**config.mk**
```make
export PLATFORM = sky130hd
export DESIGN_NAME = uart_tx_ctrl_flat
export DESIGN_NICKNAME = d
export VERILOG_FILES = /design/src/rtl/uart_tx_ctrl_if.sv /design/src/rtl/uart_tx_ctrl.sv /design/src/flat_wrapper.sv
export SDC_FILE = /design/constraint.sdc
export NUM_CORES = 1
export LEC_CHECK = 0
export CAP_MARGIN = 5
export CORE_AREA = 2 2 119 121
export DETAILED_ROUTE_END_ITERATION = 8
export DIE_AREA = 0 0 121 123
export PLACE_DENSITY = 0.89
export SYNTH_ARGS = -nofsm -noshare
export SYNTH_HDL_FRONTEND = slang
export SYNTH_SLANG_ARGS = --single-unit
```
**constraint.sdc**
```tcl
create_clock -name clkout -period 5.7 [get_ports clkout]
set_clock_uncertainty 0.1 [all_clocks]
set_input_delay 0.855 -clock clkout [delete_from_list [all_inputs] [get_ports clkout]]
set_output_delay 0.855 -clock clkout [all_outputs]
set_load 0.02 [all_outputs]
```
**src/rtl/uart_tx_ctrl_if.sv**
```systemverilog
// CPU data-bus bundle for the UART transmitter: write/read strobes,
// byte address, write data with lane enables, and combinational read data.
interface uart_tx_ctrl_if;
  logic        wen;
  logic        ren;
  logic [3:0]  address;
  logic [31:0] data_in;
  logic [3:0]  byte_select;
  logic [31:0] data_out;

  modport master (output wen, ren, address, data_in, byte_select, input data_out);
  modport slave  (input wen, ren, address, data_in, byte_select, output data_out);
endinterface

```
**src/rtl/uart_tx_ctrl.sv**
```systemverilog
// Memory-mapped 8N1 UART transmitter: byte FIFO, programmable divisor,
// status/overflow register and a drained-level interrupt.
//
// state   | meaning
// S_IDLE  | line high, waiting for a FIFO entry
// S_START | start bit (low) for D clocks
// S_DATA  | 8 data bits, LSB first, D clocks each
// S_STOP  | stop bit (high) for D clocks, may chain straight into next start
module uart_tx_ctrl #(
  parameter int CLK_HZ     = 27000000,
  parameter int BAUD       = 115200,
  parameter int FIFO_DEPTH = 8,
  parameter int CNT_W      = 4
) (
  input  logic           clkout,
  input  logic           ext_reset,
  uart_tx_ctrl_if.slave  bus,
  output logic           uart_tx,
  output logic           busy,
  output logic           irq_empty
);

  localparam int          PTR_W   = CNT_W - 1;
  localparam logic [15:0] DIV_RST = 16'(CLK_HZ / BAUD);

  typedef enum logic [1:0] {S_IDLE, S_START, S_DATA, S_STOP} state_t;

  state_t           r_state;
  logic [7:0]       r_fifo [FIFO_DEPTH];
  logic [PTR_W-1:0] r_wr_ptr;
  logic [PTR_W-1:0] r_rd_ptr;
  logic [CNT_W-1:0] r_count;
  logic             r_ovf;
  logic [15:0]      r_div;
  logic [15:0]      r_d_eff;
  logic [15:0]      r_timer;
  logic [7:0]       r_shift;
  logic [2:0]       r_bit;
  logic             r_tx;
  logic             r_busy;
  logic             r_irq;

  logic [1:0]       w_sel;
  logic             w_push_req;
  logic             w_push;
  logic             w_pop;
  logic             w_full;
  logic             w_empty;
  logic             w_bit_end;
  logic             w_ovf_clr;
  logic             w_busy_nxt;
  logic [CNT_W-1:0] w_count_nxt;
  logic [15:0]      w_div_eff;
  logic [7:0]       w_head;
  logic [31:0]      w_status;
  logic             w_unused;

  assign w_sel       = bus.address[3:2];
  assign w_empty     = (r_count == '0);
  assign w_full      = (r_count == CNT_W'(FIFO_DEPTH));
  assign w_bit_end   = (r_timer == 16'd0);
  assign w_head      = r_fifo[r_rd_ptr];
  assign w_div_eff   = (r_div == 16'd0) ? 16'd1 : r_div;
  assign w_push_req  = bus.wen && (w_sel == 2'd0) && bus.byte_select[0];
  assign w_ovf_clr   = bus.wen && (w_sel == 2'd1) && bus.byte_select[0] && bus.data_in[3];
  assign w_pop       = !w_empty && ((r_state == S_IDLE) || ((r_state == S_STOP) && w_bit_end));
  // A pop in the same cycle frees a slot, so a full FIFO can still accept.
  assign w_push      = w_push_req && (!w_full || w_pop);
  assign w_count_nxt = r_count + CNT_W'(w_push) - CNT_W'(w_pop);
  assign w_busy_nxt  = w_pop || ((r_state != S_IDLE) && !((r_state == S_STOP) && w_bit_end));
  assign w_unused    = ^{bus.ren, bus.data_in[31:16], bus.address[1:0], bus.byte_select[3:2]};

  always_ff @(posedge clkout) begin
    if (w_push) r_fifo[r_wr_ptr] <= bus.data_in[7:0];
  end

  always_ff @(posedge clkout or negedge ext_reset) begin
    if (!ext_reset) begin
      r_wr_ptr <= '0;
      r_rd_ptr <= '0;
      r_count  <= '0;
      r_ovf    <= 1'b0;
      r_div    <= DIV_RST;
    end else begin
      if (w_push) r_wr_ptr <= r_wr_ptr + PTR_W'(1);
      if (w_pop)  r_rd_ptr <= r_rd_ptr + PTR_W'(1);
      r_count <= w_count_nxt;
      if (w_push_req && !w_push) r_ovf <= 1'b1;
      else if (w_ovf_clr)        r_ovf <= 1'b0;
      if (bus.wen && (w_sel == 2'd2)) begin
        if (bus.byte_select[0]) r_div[7:0]  <= bus.data_in[7:0];
        if (bus.byte_select[1]) r_div[15:8] <= bus.data_in[15:8];
      end
    end
  end

  always_ff @(posedge clkout or negedge ext_reset) begin
    if (!ext_reset) begin
      r_state <= S_IDLE;
      r_d_eff <= 16'd1;
      r_timer <= 16'd0;
      r_shift <= 8'd0;
      r_bit   <= 3'd0;
      r_tx    <= 1'b1;
      r_busy  <= 1'b0;
      r_irq   <= 1'b1;
    end else begin
      r_busy <= w_busy_nxt;
      r_irq  <= (w_count_nxt == '0) && !w_busy_nxt;
      case (r_state)
        S_IDLE: begin
          r_tx <= 1'b1;
          if (w_pop) begin
            r_shift <= w_head;
            r_d_eff <= w_div_eff;
            r_timer <= w_div_eff - 16'd1;
            r_bit   <= 3'd0;
            r_tx    <= 1'b0;
            r_state <= S_START;
          end
        end
        S_START: begin
          if (w_bit_end) begin
            r_tx    <= r_shift[0];
            r_shift <= {1'b0, r_shift[7:1]};
            r_timer <= r_d_eff - 16'd1;
            r_state <= S_DATA;
          end else begin
            r_timer <= r_timer - 16'd1;
          end
        end
        S_DATA: begin
          if (w_bit_end) begin
            r_timer <= r_d_eff - 16'd1;
            if (r_bit == 3'd7) begin
              r_tx    <= 1'b1;
              r_state <= S_STOP;
            end else begin
              r_bit   <= r_bit + 3'd1;
              r_tx    <= r_shift[0];
              r_shift <= {1'b0, r_shift[7:1]};
            end
          end else begin
            r_timer <= r_timer - 16'd1;
          end
        end
        S_STOP: begin
          if (w_bit_end) begin
            if (w_pop) begin
              r_shift <= w_head;
              r_d_eff <= w_div_eff;
              r_timer <= w_div_eff - 16'd1;
              r_bit   <= 3'd0;
              r_tx    <= 1'b0;
              r_state <= S_START;
            end else begin
              r_state <= S_IDLE;
            end
          end else begin
            r_timer <= r_timer - 16'd1;
          end
        end
        default: r_state <= S_IDLE;
      endcase
    end
  end

  always_comb begin
    w_status                 = '0;
    w_status[0]              = w_full;
    w_status[1]              = w_empty;
    w_status[2]              = r_busy;
    w_status[3]              = r_ovf;
    w_status[8 +: CNT_W]     = r_count;
    bus.data_out             = '0;
    case (w_sel)
      2'd1:    bus.data_out = w_status;
      2'd2:    bus.data_out = {16'd0, r_div};
      default: bus.data_out = '0;
    endcase
  end

  assign uart_tx   = r_tx;
  assign busy      = r_busy;
  assign irq_empty = r_irq;

endmodule

```
**src/flat_wrapper.sv**
```systemverilog
// flat-port wrapper written by rule: the top's interface ports become plain ports
module uart_tx_ctrl_flat 
#(
  parameter int CLK_HZ     = 27000000,
  parameter int BAUD       = 115200,
  parameter int FIFO_DEPTH = 8,
  parameter int CNT_W      = 4
)
  (clkout, ext_reset, uart_tx, busy, irq_empty, bus_wen, bus_ren, bus_address, bus_data_in, bus_byte_select, bus_data_out);
  uart_tx_ctrl_if bus_i ();
  input  logic clkout;
  input  logic ext_reset;
  output logic uart_tx;
  output logic busy;
  output logic irq_empty;
  input wire logic [$bits(bus_i.wen)-1:0] bus_wen;
  input wire logic [$bits(bus_i.ren)-1:0] bus_ren;
  input wire logic [$bits(bus_i.address)-1:0] bus_address;
  input wire logic [$bits(bus_i.data_in)-1:0] bus_data_in;
  input wire logic [$bits(bus_i.byte_select)-1:0] bus_byte_select;
  output wire logic [$bits(bus_i.data_out)-1:0] bus_data_out;
  assign bus_i.wen = bus_wen;
  assign bus_i.ren = bus_ren;
  assign bus_i.address = bus_address;
  assign bus_i.data_in = bus_data_in;
  assign bus_i.byte_select = bus_byte_select;
  assign bus_data_out = bus_i.data_out;
  uart_tx_ctrl #(.CLK_HZ(CLK_HZ), .BAUD(BAUD), .FIFO_DEPTH(FIFO_DEPTH), .CNT_W(CNT_W)) u_core (.clkout(clkout), .ext_reset(ext_reset), .bus(bus_i), .uart_tx(uart_tx), .busy(busy), .irq_empty(irq_empty));
endmodule
```
======== After elaboration in Yosys (flattened, before gate mapping) ========
Memories as Yosys holds them, arrays and structs flattened.
Cells that the tools add are included.
operators by class
  $add $sub $neg .......................... 8
  equality and inequality tests ........... 14
  muxes and demuxes ....................... 38
  reductions and logical operators ........ 38
operators with widths
  cell                                                                    count
  16-bit 2-to-1 mux                                                       6
  16-bit one-hot mux with 2 select lines                                  2
  16-bit one-hot mux with 3 select lines                                  1
  16-bit by 1-bit subtractor with 16-bit output (second input constant)   3
  8-bit 2-to-1 mux                                                        5
  16-bit zero test                                                        2
  8-bit one-hot mux with 4 select lines                                   1
  1-bit logical AND                                                       12
  3-bit 2-to-1 mux                                                        4
  2-bit by 1-bit != test with 1-bit output (second input constant)        6
  4-bit AND reduction                                                     3
  1-bit 2-to-1 mux                                                        11
  2-bit 2-to-1 mux                                                        5
  3-bit by 1-bit adder with 3-bit output (second input constant)          3
  3-bit one-hot mux with 3 select lines                                   1
  4-bit zero test                                                         2
  2-bit one-hot mux with 4 select lines                                   1
  2-bit equality test (second input constant)                             3
  2-bit AND reduction                                                     3
  2-bit nonzero test                                                      3
  1-bit zero test                                                         5
  5-bit AND reduction                                                     1
  4-bit by 1-bit adder with 4-bit output                                  1
  2-bit by 1-bit equality test with 1-bit output (second input constant)  2
  other kinds (9)                                                         12
storage, ports and cells
  register bits after elaboration ......... 75
  RAM bits ................................ 64
  input bits .............................. 44
  memories kept ........................... 1
memory list
  memory         words  bits a word  read ports  clocked after memory_dff  wr ports  line                text
  u_core.r_fifo  8      8            1           0                         1         uart_tx_ctrl.sv:29  logic [7:0] r_fifo [FIFO_DEPTH];

======== Depth between registers and ports, before layout ========
  depth after elaboration ................. 10
  mapped depth ............................ 15

======== Least setup slack after synthesis ========
No wires, ideal clock.
  path type ............................... register -> register
  start ................................... reg u_core.r_state[0]
  end ..................................... mem u_core.r_fifo[2][0], enable pin
  library setup time ...................... 385 ps
  arrival ................................. 2638 ps
  data required time ...................... 5215 ps
  setup slack ............................. 2577 ps
  stages on the path, launching flop included .. 10
  path buffers ............................ 2
  cell sequence ........................... dfrtp_1 ha_1 buf_2 nor4b_2 a41oi_2 or2_0 buf_2 a31oi_4 nand2b_1 nor3b_1
between the ends
  word-level cells in the longest chain between the ends .. 8
  elaborated cells on any way between the ends .. 9
RTL lines
  element                                   line                 text
  from (decl)                               uart_tx_ctrl.sv:28   state_t r_state;
  from (signal assigned)                    uart_tx_ctrl.sv:99   r_state <= S_IDLE;
  from (signal assigned)                    uart_tx_ctrl.sv:119  r_state <= S_START;
  from (signal assigned)                    uart_tx_ctrl.sv:127  r_state <= S_DATA;
  2-bit equality test                       uart_tx_ctrl.sv:66   assign w_pop = !w_empty && ((r_state == S_IDLE) || ((r_state == S_STOP) && w_bit_end));
  1-bit logical AND                         uart_tx_ctrl.sv:66
  1-bit logical OR *                        uart_tx_ctrl.sv:66
  1-bit logical AND *                       uart_tx_ctrl.sv:66
  1-bit logical OR *                        uart_tx_ctrl.sv:68   assign w_push = w_push_req && (!w_full || w_pop);
  1-bit logical AND *                       uart_tx_ctrl.sv:68
  net u_core.w_push                         uart_tx_ctrl.sv:45   logic w_push;
  1-bit 2-to-1 mux *                        uart_tx_ctrl.sv:74   if (w_push) r_fifo[r_wr_ptr] <= bus.data_in[7:0];
  1-bit 2-to-1 mux (not written as such) *  uart_tx_ctrl.sv:74
  to (decl)                                 uart_tx_ctrl.sv:29
Mark *: on every way through the listed nets, which the timed path passes. The rest lies on a longest branch.

======== Final worst setup path ========
  start ................................... in bus_address[2]
  end ..................................... out bus_data_out[1]
between the ends
  word-level cells in the longest chain between the ends .. 2
  elaborated cells on any way between the ends .. 3
RTL lines
  element                                                                                       line                 text
  from (decl)                                                                                   flat_wrapper.sv:18   input wire logic [$bits(bus_i.address)-1:0] bus_address;
  2-bit equality test / 2-bit by 1-bit equality test with 1-bit output (equally long branches)  uart_tx_ctrl.sv:176  case (w_sel)
  16-bit one-hot mux with 2 select lines *                                                      uart_tx_ctrl.sv:176
  to (decl)                                                                                     flat_wrapper.sv:21   output wire logic [$bits(bus_i.data_out)-1:0] bus_data_out;
Mark *: on every way between the ends. The rest lies on a longest branch, timed or not.

==> out/summary.txt <==
met3 Use GR -> 0.0544
vias in the first global route -> 5298
worst path bufs/invs -> 3
GR Overflow Total -> 0
multi-input logic area -> 3230 um2
core area -> 13600 um2
CTS buffer count -> 17
CTS Buffer Depth -> 2
# resized after CTS -> 0
Net Sw Frac -> 0.391
syn_area_per_cell -> 12.0 um2
synthesis warning total -> 0
Die Width -> 121 um
Synth async-reset ratio -> 0.540
Tmin final -> 3.84 ns
register area share after synthesis -> 0.521
startpoint types -> input port
cell taking the most area after synthesis -> edfxtp_1
Sequential Area -> 3810 um2
fin nets -> 713
largest net degree at the start of global routing -> 76
DRC errors left -> 0
crit path kind -> in -> out
status -> completed
Die Area -> 14900 um2
Synth area leaders -> edfxtp_1 26%, dfrtp_1 23%, mux2_2 6.2%
Yosys top cell area share -> 0.263
R2R Setup Slk -> 2.01 ns
CTS Hold Bufs -> 0
Mapped Cells -> 610
final core utilization -> 0.622
CP arrival -> 2.89 ns
Worst-path clk slew -> 0.06 ns
Placed Instances -> 807
Clk Latency, worst-skew pair -> 0.42 ns
CP Capture Type -> output pin
# rows -> 43
grt peak-use layer -> met2
initial core utilization -> 0.538
Seq cells post-synth -> 139
clock power share -> 0.262
Detail Route Antenna Nets -> 0
Hold Path Class -> reg -> reg
Finish-stage setup viols -> 0
Setup TNS -> 0 ns
WL final -> 17.8 mm
Top Family by Delay on Critical Path -> buffers and inverters
Synth cell types -> 67
all-layer global routing usage -> 0.251
RSZ-0062 raised after global routing -> false
combinational power share -> 0.381
First DRT Iteration DRCs -> 505
DR pass1 iterations -> 5
Setup Fix Bufs, Post-CTS -> 0
M1 GR Usage -> 0.320
most common cell after layout, fill and taps aside -> dfrtp_1
clock sink total -> 139
Diodes inserted -> 0
Max-Cap Viols -> 0
critical path's most frequent cell -> clkdlybuf4s50_1
DR WL/cell -> 21.2 um
EDFF count, synth -> 64
CTS tree -> done
GP Congestion -> 0.966
Worst slew margin -> 0.238
Final Non-Filler Cells -> 839
Leak -> 3.26 nW
Area growth, synth to finish -> 15.8%
Cell Area, Placed -> 7830 um2
worst slew pin tran -> 1.14 ns
CP peak stage delay -> 0.62 ns
slowest CP cell -> clkdlybuf4s50_1
port bufs -> 41
tightest hold margin -> 0.412 ns
routed via count -> 5244
VDD IR max -> 0.286 mV
Int Pwr -> 2.81 mW
Hold Violations, Final -> 0
met2 Usage GRT -> 0.434
sw power -> 1.81 mW
power per standard cell area -> 545 nW/um2
Critical Path RT -> 4.74 ns
Fill cells -> 940
crit path cell chain -> clkdlybuf4s50_1 -> inv_1 -> ha_1 -> a22oi_1 -> nor2b_1 -> clkdlybuf4s50_1
HPWL after detailed placement -> 11.2 mm
fmax -> 260 MHz
Main synth FF type -> dfrtp_1
clk root buf -> clkbuf_16
Netlist Area Pre-Place -> 7320 um2
H-tree depth -> 4
first-pass GRT wire length -> 28.6 mm
Worst Path Max Fanout -> 18
Max Transition Viols Final -> 0
initial antenna violation count -> 0
most frequent cells in the layout -> 67 x dfrtp_1, 64 x edfxtp_1, 40 x mux2_2, 40 x clkdlybuf4s50_1, 39 x nand2_1
Die H -> 123 um
Sequential Power Share -> 0.357
Design Area, Final -> 8470 um2
period utilization -> 0.674
layout cells sized above 1 -> 0.178
I/O Pins -> 79
Via density -> 6.25
flip-flops by register name, indices dropped and copies added, names as in the netlist:
signal	flops
u_core.r_ovf	1
u_core.uart_tx	1
u_core.r_timer	16
u_core.r_shift	8
u_core.r_count	4
u_core.irq_empty	1
u_core.r_bit	3
u_core.r_wr_ptr	3
u_core.r_fifo	64
u_core.r_rd_ptr	3
u_core.r_div	16
u_core.busy	1
u_core.r_d_eff	16
u_core.r_state	2
metal layers:
metal,vias up,part of all wire
li1,2296,-
met1,2604,0.39
met4,0,0.017
met5,-,0
met3,37,0.075
met2,307,0.52
layout make-up:
cell class                      instances  area share
Timing Repair Buffer                   50      0.0561
Clock buffer                           17      0.0502
Clock inverter                         15      0.0256
Inverter                               24      0.0109
Tap cell                              180      0.0266
Multi-Input combinational cell        414       0.381
Sequential cell                       139       0.450
per-stage QoR:
step,power [mW],setup slack (ns)
finish,4.62,1.86
global route,4.84,1.65
CTS,4.59,1.85
detailed placement,3.34,1.88
global placement,3.23,1.96
floorplan,2.89,2.58
kinds of logic after synthesis:
logic type,synth area share
AOI/OAI and AO/OA,0.0963
adders and majority gates,0.0404
and+or+nand+nor,0.123
DFF,0.521
other,0.000513
buffers and inverters,0.0462
xor gates and xnor gates,0.0431
muxes,0.130
Yosys cell counts, types with 15 or more instances:
master and n:
o21ai_0 22, nand2_1 39, mux4_2 16, nor3_1 19, dfrtp_1 67, xor2_1 21, a21oi_1 23, edfxtp_1 64
xnor2_1 15, nor2_1 33, inv_1 23, mux2_2 40, ha_1 22, buf_4 16, clkbuf_1 24
power groups by stage:
stage | Clock, mW | Combinational, mW | Sequential [mW]
after floorplan | 0 | 1.41 | 1.48
after global placement | 0 | 1.60 | 1.63
after detailed placement | 0 | 1.69 | 1.65
after CTS | 1.21 | 1.74 | 1.64
after global routing | 1.25 | 1.90 | 1.69
final | 1.21 | 1.76 | 1.65
path summary, 6_finish.rpt:
kind | cells past startpoint | startpoint | end
max | 6 | bus_address[2] | bus_data_out[1]
min | 1 | u_core.r_shift[2] | u_core.r_shift[2]
max reg2reg | 12 | u_core.r_state[0] | u_core.irq_empty
min reg2reg | 1 | u_core.r_shift[2] | u_core.r_shift[2]
max in group asynchronous | 1 | ext_reset | u_core.r_shift[3]
min in group asynchronous | 1 | ext_reset | u_core.r_div[9]
Power figures use the tool's default switching activity.
